### src/rtl/ysyx_22051013_csr_trap_pkg.sv
// Shared constants for the machine-mode CSR file and trap controller:
// CSR addresses, CSR op encodings, trap cause codes, mstatus bit positions
// and the implemented interrupt-bit mask.
package ysyx_22051013_csr_trap_pkg;

  localparam logic [11:0] CSR_MSTATUS  = 12'h300;
  localparam logic [11:0] CSR_MIE      = 12'h304;
  localparam logic [11:0] CSR_MTVEC    = 12'h305;
  localparam logic [11:0] CSR_MSCRATCH = 12'h340;
  localparam logic [11:0] CSR_MEPC     = 12'h341;
  localparam logic [11:0] CSR_MCAUSE   = 12'h342;
  localparam logic [11:0] CSR_MTVAL    = 12'h343;
  localparam logic [11:0] CSR_MIP      = 12'h344;
  localparam logic [11:0] CSR_MCYCLE   = 12'hB00;
  localparam logic [11:0] CSR_MINSTRET = 12'hB02;

  typedef enum logic [1:0] {
    CSR_OP_NONE = 2'b00,
    CSR_OP_RW   = 2'b01,
    CSR_OP_RS   = 2'b10,
    CSR_OP_RC   = 2'b11
  } csr_op_e;

  localparam logic [3:0] CAUSE_ILLEGAL = 4'd2;
  localparam logic [3:0] CAUSE_EBREAK  = 4'd3;
  localparam logic [3:0] CAUSE_ECALL   = 4'd11;
  localparam logic [3:0] CAUSE_MSI     = 4'd3;
  localparam logic [3:0] CAUSE_MTI     = 4'd7;
  localparam logic [3:0] CAUSE_MEI     = 4'd11;

  localparam int MSTATUS_MIE    = 3;
  localparam int MSTATUS_MPIE   = 7;
  localparam int MSTATUS_MPP_LO = 11;
  localparam int MSTATUS_MPP_HI = 12;

  // MSIP (3), MTIP (7) and MEIP (11) are the only implemented mie/mip bits.
  localparam logic [11:0] IRQ_MASK = 12'h888;

endpackage

### src/rtl/ysyx_22051013_irq_sync.sv
// Two-flop synchroniser for an asynchronous level interrupt source.
module ysyx_22051013_irq_sync (
  input  logic clk,
  input  logic rst,
  input  logic d,
  output logic q
);

  logic meta_p1;

  // Shift the raw level through two flops before anyone looks at it.
  always_ff @(posedge clk or posedge rst) begin
    if (rst) begin
      meta_p1 <= 1'b0;
      q       <= 1'b0;
    end else begin
      meta_p1 <= d;
      q       <= meta_p1;
    end
  end

endmodule

### src/rtl/ysyx_22051013_csr_trap.sv
// Machine-mode CSR file and trap/interrupt controller. Sits at the EXU/WB
// boundary: returns old CSR values to WB, commits CSR writes at posedge and
// redirects the IFU on exceptions, interrupts and mret.
module ysyx_22051013_csr_trap
  import ysyx_22051013_csr_trap_pkg::*;
#(
  parameter int          XLEN         = 64,
  parameter logic [63:0] RST_MTVEC    = 64'h0,
  parameter bit          HAS_COUNTERS = 1'b1,
  parameter bit          VECTORED_EN  = 1'b1
) (
  input  logic            clk,
  input  logic            rst,
  input  logic [1:0]      csr_op,
  input  logic [11:0]     csr_addr,
  input  logic [XLEN-1:0] csr_wdata,
  output logic [XLEN-1:0] csr_rdata,
  output logic            csr_illegal,
  input  logic            exc_ecall,
  input  logic            exc_ebreak,
  input  logic            exc_illegal,
  input  logic [XLEN-1:0] exc_tval,
  input  logic            mret,
  input  logic [XLEN-1:0] pc,
  input  logic            int_ready,
  input  logic            instr_retire,
  input  logic            irq_timer,
  input  logic            irq_soft,
  input  logic            irq_ext,
  output logic            trap_valid,
  output logic [XLEN-1:0] trap_pc
);

  localparam logic [XLEN-1:0] ONE      = {{(XLEN-1){1'b0}}, 1'b1};
  localparam logic [XLEN-1:0] LOW2_CLR = ~{{(XLEN-2){1'b0}}, 2'b11};
  localparam logic [XLEN-1:0] MTVEC_RST_VAL =
    VECTORED_EN ? RST_MTVEC[XLEN-1:0] : (RST_MTVEC[XLEN-1:0] & LOW2_CLR);

  csr_op_e         op;
  logic            mstatus_mie, mstatus_mpie;
  logic [11:0]     mie_q, mip, irq_pend;
  logic [XLEN-1:0] mtvec_q, mscratch_q, mepc_q, mcause_q, mtval_q;
  logic [XLEN-1:0] mcycle_q, minstret_q;
  logic [XLEN-1:0] mstatus_rd, csr_old, csr_new;
  logic            csr_hit, csr_wen;
  logic            irq_timer_p1, irq_soft_p1, irq_ext_p2;
  logic            exc_any, irq_take, trap;
  logic [3:0]      exc_cause, irq_cause;
  logic [XLEN-1:0] trap_base, trap_vec, mcause_new;

  assign op = csr_op_e'(csr_op);

  ysyx_22051013_irq_sync u_ext_sync (
    .clk (clk),
    .rst (rst),
    .d   (irq_ext),
    .q   (irq_ext_p2)
  );

  // Single-flop capture of the timer and software interrupt levels.
  always_ff @(posedge clk or posedge rst) begin
    if (rst) begin
      irq_timer_p1 <= 1'b0;
      irq_soft_p1  <= 1'b0;
    end else begin
      irq_timer_p1 <= irq_timer;
      irq_soft_p1  <= irq_soft;
    end
  end

  assign mip      = {irq_ext_p2, 3'b000, irq_timer_p1, 3'b000, irq_soft_p1, 3'b000};
  assign irq_pend = mie_q & mip;

  // mstatus view: only MIE/MPIE are stored, MPP is fixed at machine mode.
  always_comb begin
    mstatus_rd = '0;
    mstatus_rd[MSTATUS_MIE]  = mstatus_mie;
    mstatus_rd[MSTATUS_MPIE] = mstatus_mpie;
    mstatus_rd[MSTATUS_MPP_HI:MSTATUS_MPP_LO] = 2'b11;
  end

  // Address decode and old-value mux.
  always_comb begin
    csr_old = '0;
    csr_hit = 1'b1;
    case (csr_addr)
      CSR_MSTATUS:  csr_old = mstatus_rd;
      CSR_MIE:      csr_old = {{(XLEN-12){1'b0}}, mie_q};
      CSR_MTVEC:    csr_old = mtvec_q;
      CSR_MSCRATCH: csr_old = mscratch_q;
      CSR_MEPC:     csr_old = mepc_q;
      CSR_MCAUSE:   csr_old = mcause_q;
      CSR_MTVAL:    csr_old = mtval_q;
      CSR_MIP:      csr_old = {{(XLEN-12){1'b0}}, mip};
      CSR_MCYCLE:   csr_old = mcycle_q;
      CSR_MINSTRET: csr_old = minstret_q;
      default:      csr_hit = 1'b0;
    endcase
  end

  assign csr_rdata   = (op != CSR_OP_NONE) ? csr_old : '0;
  assign csr_illegal = (op != CSR_OP_NONE) && !csr_hit;

  // New value for RW / set / clear.
  always_comb begin
    csr_new = csr_old;
    case (op)
      CSR_OP_RW: csr_new = csr_wdata;
      CSR_OP_RS: csr_new = csr_old | csr_wdata;
      CSR_OP_RC: csr_new = csr_old & ~csr_wdata;
      default:   csr_new = csr_old;
    endcase
  end

  // Set/clear with a zero operand is a pure read; a trap kills the write.
  assign csr_wen = (op != CSR_OP_NONE) && csr_hit && !trap &&
                   !((op == CSR_OP_RS || op == CSR_OP_RC) && csr_wdata == '0);

  // Exception and interrupt cause selection, fixed priority.
  always_comb begin
    exc_cause = CAUSE_ECALL;
    if (exc_illegal)     exc_cause = CAUSE_ILLEGAL;
    else if (exc_ebreak) exc_cause = CAUSE_EBREAK;
    irq_cause = CAUSE_MTI;
    if (irq_pend[CAUSE_MEI])      irq_cause = CAUSE_MEI;
    else if (irq_pend[CAUSE_MSI]) irq_cause = CAUSE_MSI;
  end

  assign exc_any  = exc_illegal | exc_ebreak | exc_ecall;
  assign irq_take = int_ready && mstatus_mie && (irq_pend != 12'h000) && !exc_any;
  assign trap     = exc_any | irq_take;

  assign mcause_new = exc_any ? {{(XLEN-4){1'b0}}, exc_cause}
                              : {1'b1, {(XLEN-5){1'b0}}, irq_cause};
  assign trap_base  = mtvec_q & LOW2_CLR;
  assign trap_vec   = (VECTORED_EN && mtvec_q[1:0] == 2'b01 && irq_take)
                      ? trap_base + {{(XLEN-6){1'b0}}, irq_cause, 2'b00}
                      : trap_base;

  assign trap_valid = !rst && (trap || mret);
  assign trap_pc    = trap ? trap_vec : mepc_q;

  // Trap-related state: trap entry, then mret, then ordinary CSR writes.
  always_ff @(posedge clk or posedge rst) begin
    if (rst) begin
      mstatus_mie  <= 1'b0;
      mstatus_mpie <= 1'b0;
      mepc_q       <= '0;
      mcause_q     <= '0;
      mtval_q      <= '0;
    end else if (trap) begin
      mepc_q       <= pc & LOW2_CLR;
      mcause_q     <= mcause_new;
      mtval_q      <= exc_any ? exc_tval : '0;
      mstatus_mpie <= mstatus_mie;
      mstatus_mie  <= 1'b0;
    end else begin
      if (mret) begin
        mstatus_mie  <= mstatus_mpie;
        mstatus_mpie <= 1'b1;
      end else if (csr_wen && csr_addr == CSR_MSTATUS) begin
        mstatus_mie  <= csr_new[MSTATUS_MIE];
        mstatus_mpie <= csr_new[MSTATUS_MPIE];
      end
      if (csr_wen && csr_addr == CSR_MEPC)   mepc_q   <= csr_new & LOW2_CLR;
      if (csr_wen && csr_addr == CSR_MCAUSE) mcause_q <= csr_new;
      if (csr_wen && csr_addr == CSR_MTVAL)  mtval_q  <= csr_new;
    end
  end

  // Plain software-owned CSRs.
  always_ff @(posedge clk or posedge rst) begin
    if (rst) begin
      mie_q      <= '0;
      mtvec_q    <= MTVEC_RST_VAL;
      mscratch_q <= '0;
    end else if (csr_wen) begin
      if (csr_addr == CSR_MIE)      mie_q      <= csr_new[11:0] & IRQ_MASK;
      if (csr_addr == CSR_MTVEC)    mtvec_q    <= VECTORED_EN ? csr_new : (csr_new & LOW2_CLR);
      if (csr_addr == CSR_MSCRATCH) mscratch_q <= csr_new;
    end
  end

  // Free-running counters; a same-cycle CSR write overrides the increment.
  always_ff @(posedge clk or posedge rst) begin
    if (rst) begin
      mcycle_q   <= '0;
      minstret_q <= '0;
    end else if (HAS_COUNTERS) begin
      if (csr_wen && csr_addr == CSR_MCYCLE) mcycle_q <= csr_new;
      else                                   mcycle_q <= mcycle_q + ONE;
      if (csr_wen && csr_addr == CSR_MINSTRET) minstret_q <= csr_new;
      else if (instr_retire)                   minstret_q <= minstret_q + ONE;
    end
  end

endmodule

### config.mk
export PLATFORM = sky130hd
export DESIGN_NAME = ysyx_22051013_csr_trap
export DESIGN_NICKNAME = d
export VERILOG_FILES = /design/src/rtl/ysyx_22051013_csr_trap_pkg.sv /design/src/rtl/ysyx_22051013_irq_sync.sv /design/src/rtl/ysyx_22051013_csr_trap.sv
export SDC_FILE = /design/constraint.sdc
export NUM_CORES = 2
export LEC_CHECK = 0
export BUFFER_PORTS_ARGS = -buffer_cell sky130_fd_sc_hd__buf_2
export CAP_MARGIN = 20
export CORE_MARGIN = 8
export CORE_UTILIZATION = 50
export CTS_BUF_LIST = sky130_fd_sc_hd__clkbuf_2
export CTS_CLUSTER_DIAMETER = 120
export DETAILED_ROUTE_END_ITERATION = 8
export HOLD_SLACK_MARGIN = 0.1
export PLACE_DENSITY = 0.78
export SYNTH_ARGS = -nofsm -noshare
export SYNTH_HDL_FRONTEND = slang
export SYNTH_SLANG_ARGS = --single-unit
### constraint.sdc
create_clock -name clk -period 19.65 [get_ports clk]
set_input_delay 1.965 -clock clk [delete_from_list [all_inputs] [get_ports clk]]
set_output_delay 1.965 -clock clk [all_outputs]
set_load 0.01 [all_outputs]
After elaboration in Yosys (flattened, before gate mapping)
Index checks and enable logic that the tools add are counted.

Bits in registers: 457. Input bits: 217. Word-level logic and storage cells: 100.

$add $sub $neg: 3. Equality and inequality tests: 14. Multiplexer cells: 27. Bitwise logic cells: 7. Reduce and logical (&&, ||, !) cells: 35.

Operator list (count): $mux W64 (14); $pmux W64 S10 (1); $pmux W64 S3 (1); $add A64 B1 Y64 const B (2); $eq A12 B10 Y1 const B (8); $add A64 B6 Y64 (1); $and A64 B64 Y64 (1); $logic_not A64 Y1 (1); $not A64 Y64 (1); $or A64 B64 Y64 (1); $eq A12 B12 Y1 const B (2); $logic_and A1 B1 Y1 (16); $and A12 B12 Y12 (1); $mux W4 (3); $reduce_bool A12 Y1 (1); $reduce_bool A2 Y1 (5); $reduce_or A10 Y1 (1); $mux W1 (7); $reduce_and A2 Y1 (3); $logic_not A1 Y1 (5); $eq A2 B1 Y1 const B (2); $eq A2 B2 Y1 const B (2); $mux W3 (1); $or A1 B1 Y1 (3); 2 further kinds (3).

Logic depth before layout (Yosys ltp)
Depth in word-level cells: 12. Depth in mapped cells: 12. Depth with buffers taken out: 10.

By module
From an unflattened synthesis, not the netlist that was laid out.

Cell total of the unflattened synthesis: 3401. Area, all modules: 28255.8 sq um.

Modules (own cells, without submodules): ysyx_22051013_csr_trap (times used 1, cells an instance 3398, area an instance 28202.0 sq um, seq. area each 11335.9 sq um); ysyx_22051013_irq_sync (times used 1, cells an instance 3, area an instance 53.8 sq um, seq. area each 50.0 sq um).

Least setup slack after synthesis
Ideal clock, no wire load.

Kind: input to output. Start point: input exc_ebreak. End point: output trap_pc[62]. Arrival: 4.127 ns. Data required time: 17.685 ns. Path slack: 13.558 ns. Stages on the path: 9. Path buffers: 2. Cells stage by stage: or3_1 > buf_6 > nor4_2 > and2_2 > nor4b_4 > buf_6 > nand4_1 > xor2_1 > o21ai_0.

Cells in the longest elaborated chain, start to end: 7. Elaborated cells on any way between the ends: 8.

Ends and longest elaborated chain: start: declaration (line ysyx_22051013_csr_trap.sv:20) `input logic exc_ebreak,`; $or A1 B1 Y1 (*) (2 in series) (line ysyx_22051013_csr_trap.sv:129) `assign exc_any = exc_illegal | exc_ebreak | exc_ecall;`; $logic_not A1 Y1 (line ysyx_22051013_csr_trap.sv:130) `assign irq_take = int_ready && mstatus_mie && (irq_pend != 12'h000) && !exc_any;`; $logic_and A1 B1 Y1 (line ysyx_22051013_csr_trap.sv:130); $logic_and A1 B1 Y1 (line ysyx_22051013_csr_trap.sv:136) `assign trap_vec = (VECTORED_EN && mtvec_q[1:0] == 2'b01 && irq_take)`; $mux W64 (line ysyx_22051013_csr_trap.sv:137) `? trap_base + {{(XLEN-6){1'b0}}, irq_cause, 2'b00}`; $mux W64 (*) (line ysyx_22051013_csr_trap.sv:141) `assign trap_pc = trap ? trap_vec : mepc_q;`; end: declaration (line ysyx_22051013_csr_trap.sv:31) `output logic [XLEN-1:0] trap_pc`.

Mark *: on every way between the ends. The rest lies on a longest branch, timed or not.

Worst setup path in the final report
Start point: input int_ready. End point: output trap_pc[31].

Cells in the longest elaborated chain, start to end: 6. Elaborated cells on any way between the ends: 7.

Ends and longest elaborated chain: start: declaration (line ysyx_22051013_csr_trap.sv:25) `input logic int_ready,`; $logic_and A1 B1 Y1 (*) (3 in series) (line ysyx_22051013_csr_trap.sv:130); $logic_and A1 B1 Y1 (line ysyx_22051013_csr_trap.sv:136); $mux W64 (line ysyx_22051013_csr_trap.sv:137); $mux W64 (*) (line ysyx_22051013_csr_trap.sv:141).

Marked as above.

==> flow_summary.json <==
{
  "status": "finished, final reports clean",
  "clock_power_share_pct": 35.5,
  "die_x_um": 254,
  "max_slew.worst_pin.slew_ns": 1.30,
  "ios": 347,
  "rr_startpoint": "mie_q[7]",
  "port-buffer-count": 342,
  "ir_drop_uv": 40.3,
  "rsz0062_at_grt": "false",
  "multi_input_area_sq_um": 15800,
  "detailedPlace.worstSlack_ns": 11.73,
  "dp.cells": 4308,
  "syn_area_sq_um": 28300,
  "cp_slowest_cell": "buf_4",
  "power.leakage_nw": 13.7,
  "synth_flop_cell": "dfrtp_1",
  "synth.distinct_cells": 83,
  "die-area_sq_um": 64400,
  "crit_path_end_kind": "primary output",
  "setup_tns_ns": 0,
  "synth.area.top_cells": "dfrtp_1, a21oi_1, nand2_1",
  "syn_inst": 3400,
  "slew_violations": 0,
  "start_kind": "input port",
  "crit_required_ns": 17.68,
  "path_cells": "buf_2 -> nand2_1 -> nor2_2 -> nor2_4 -> buf_4 -> buf_4 -> o21ai_0 -> buf_2",
  "cts_buffers": 115,
  "synth_area_leader_cell": "dfrtp_1",
  "cts_sinks": 455,
  "post-route-drc-count": 0,
  "start_util_pct": 50.3,
  "max_stage_delay_ns": 0.92,
  "hold_path.class": "reg2reg",
  "p_int_mw": 1.33,
  "fin_util_pct": 56.3,
  "wl_met1_um": 44700,
  "reg2reg_setup_slack_ns": 13.94,
  "cpLargestDelayFamily": "buffers and inverters",
  "routed_via_density": 6.65,
  "worstSetupPathType": "in2out",
  "rows": 87,
  "die_h_um": 254,
  "path_clk_slew_ns": 0.09,
  "min_period_ns": 7.50,
  "finalSetupViolCount": 0,
  "cp-startpoint": "int_ready",
  "yosysMostFrequentCell": "dfrtp_1",
  "cts_repair_resize_count": 0,
  "grt_pass1_vias": 27600,
  "totalWireLength_um": 123000,
  "crit_cells": 8,
  "power_frac_comb_pct": 13.8,
  "yosysTopAreaCellShare_pct": 40.3,
  "p_seq_share_pct": 50.7,
  "async_reset_ff_share_pct": 100,
  "postCtsSetupBuffers": 0,
  "drive_gt1_share_pct": 18.5,
  "p_sw_share_pct": 32.4,
  "hold_viol": 0,
  "fin_skew_ns": 0.103,
  "power.switching_mw": 0.636,
  "gp_congestion": 1.02,
  "fin_area_sq_um": 31600,
  "final_cells": 4519,
  "grt_use_total_pct": 36.8,
  "core-area_sq_um": 56200,
  "met2RoutedLength_um": 50400,
  "root_buffer": "clkbuf_2",
  "cp.arrival_ns": 5.53,
  "final_nets": 3894,
  "synth_edf_count": 0,
  "powerDensity_nw_per_um2": 62.0,
  "fill_cells": 5266,
  "crit_buf_inv": 4,
  "grt_max_degree": 116,
  "detail-route-antenna-nets": 0,
  "cp_max_fo": 104,
  "syn_to_final_growth_pct": 11.9,
  "critPathCapture": "trap_pc[31]",
  "drt-initial-drc-count": 4761,
  "setup_ws_ns": 12.15,
  "cts_hold_buf": 0,
  "avgSynthCellArea_sq_um": 8.31,
  "htreeDepth": 3,
  "max_freq_mhz": 133,
  "clock_path_buffers": 3,
  "dr_wl_met3_um": 19600,
  "synthTopCellsByCount": "dfrtp_1, nand2_1, nor2_1",
  "synth_seq_cells": 455,
  "grt-ovfl-total": 0,
  "rr_worst_depth": 11,
  "ys_seq_area_share_pct": 40.3,
  "top_layer": "met5",
  "grt_first_pass_wirelength_um": 178000,
  "period_share_pct": 38.2,
  "slew_headroom_pct": 13.1,
  "placed_cell_area_sq_um": 30500,
  "register_area_sq_um": 11400,
  "yosysWarnings": 0,
  "cts_tree": "done",
  "vias": 30000,
  "antenna_found_initial": 12,
  "dr.pass1.iters": 9,
  "insertion_delay_ns": 1.21,
  "wl_per_cell_um": 27.2,
  "hpwlAfterDp_um": 86900,
  "drv_cap": 0,
  "worst_r2r_endpoint": "mscratch_q[61]"
}
worst reg2reg max path, delay by kind of cell, from the launching register on:
family,cells,cell delay [ns]
buffers and inverters,4,2.53
AO/OA/AOI/OAI,3,1.05
AND/OR/NAND/NOR,4,1.60
flip-flops,1,0.42
placed cells by master (no fill, tap or decap), drive strengths merged, types with 8 or more instances in the layout:
master and instances:
dfrtp 455, clkinv 32, a222oi 8, buf 413, a31oi 17, nand2b 30
xor2 78, nand4 82, a211oi 77, a21oi 348, o2bb2ai 15, mux4 15
and3 43, clkbuf 163, a22o 33, and4 17, and2 65, o211ai 28
or3 10, o21a 9, xnor2 136, nor4 56, o21ai 290, nand3 140
a221oi 30, nor3 49, mux2 40, a22oi 65, nand2 428, nor2 396
inv 25, mux2i 71
final cells by class:
type,count,share of cell area (%)
multi-input cells,2662,49.9
flip-flops and latches,455,36.0
repair buffers,413,7.33
well taps,756,2.99
clock buffers,163,2.58
clock inverters,38,0.827
inverters,25,0.321
diodes,7,0.0554
power by group through the flow:
stage	sequential, mW	clock [mW]	combinational (mW)
after floorplan	0.999	0	0.150
after global placement	1.01	0	0.255
after detailed placement	1.01	0	0.259
after CTS	0.991	0.698	0.260
after global routing	0.996	0.746	0.284
final	0.994	0.697	0.271
worst min-delay path by stage:
stage                  startpoint           end  slack, ns  cells after the start
2_1_floorplan  u_ext_sync.meta_p1  u_ext_sync.q       0.33                      0
3_5_place_dp   u_ext_sync.meta_p1  u_ext_sync.q       0.34                      0
4_1_cts        u_ext_sync.meta_p1  u_ext_sync.q       0.36                      0
6_report       u_ext_sync.meta_p1  u_ext_sync.q       0.35                      0
3_3_place_gp   u_ext_sync.meta_p1  u_ext_sync.q       0.34                      0
5_1_grt        u_ext_sync.meta_p1  u_ext_sync.q       0.37                      0
flip-flops by register name, summed over array words and instances (netlist names), 3 cells and up:
signal and count:
mcause_q 64, mcycle_q 64, mepc_q 62, mie_q 3, minstret_q 64, mscratch_q 64, mtval_q 64, mtvec_q 64
metrics by stage:
| stage | power [mW] | hold slack, ns |
|---|---|---|
| floorplan | 1.15 | 0.331 |
| global placement | 1.26 | 0.336 |
| detailed placement | 1.27 | 0.339 |
| CTS | 1.95 | 0.357 |
| global route | 2.03 | 0.366 |
| finish | 1.96 | 0.354 |
cell families after synthesis:
family / share of synthesized area (%)
other: 0.0133
XOR/XNOR: 6.63
adder cells (fa/ha/maj): 0.221
buffers and inverters: 4.34
AND/OR/NAND/NOR: 22.7
multiplexers: 5.31
flip-flops: 40.3
AO/OA/AOI/OAI: 20.5
metal layers:
metal | track usage [%] | vias up
met2 | 52.1 | 2463
met1 | 47.9 | 14200
li1 | - | 12800
met4 | 19.8 | 8
met3 | 14.4 | 530
met5 | 0 | -
No activity file was read; power rests on OpenSTA's default activity.
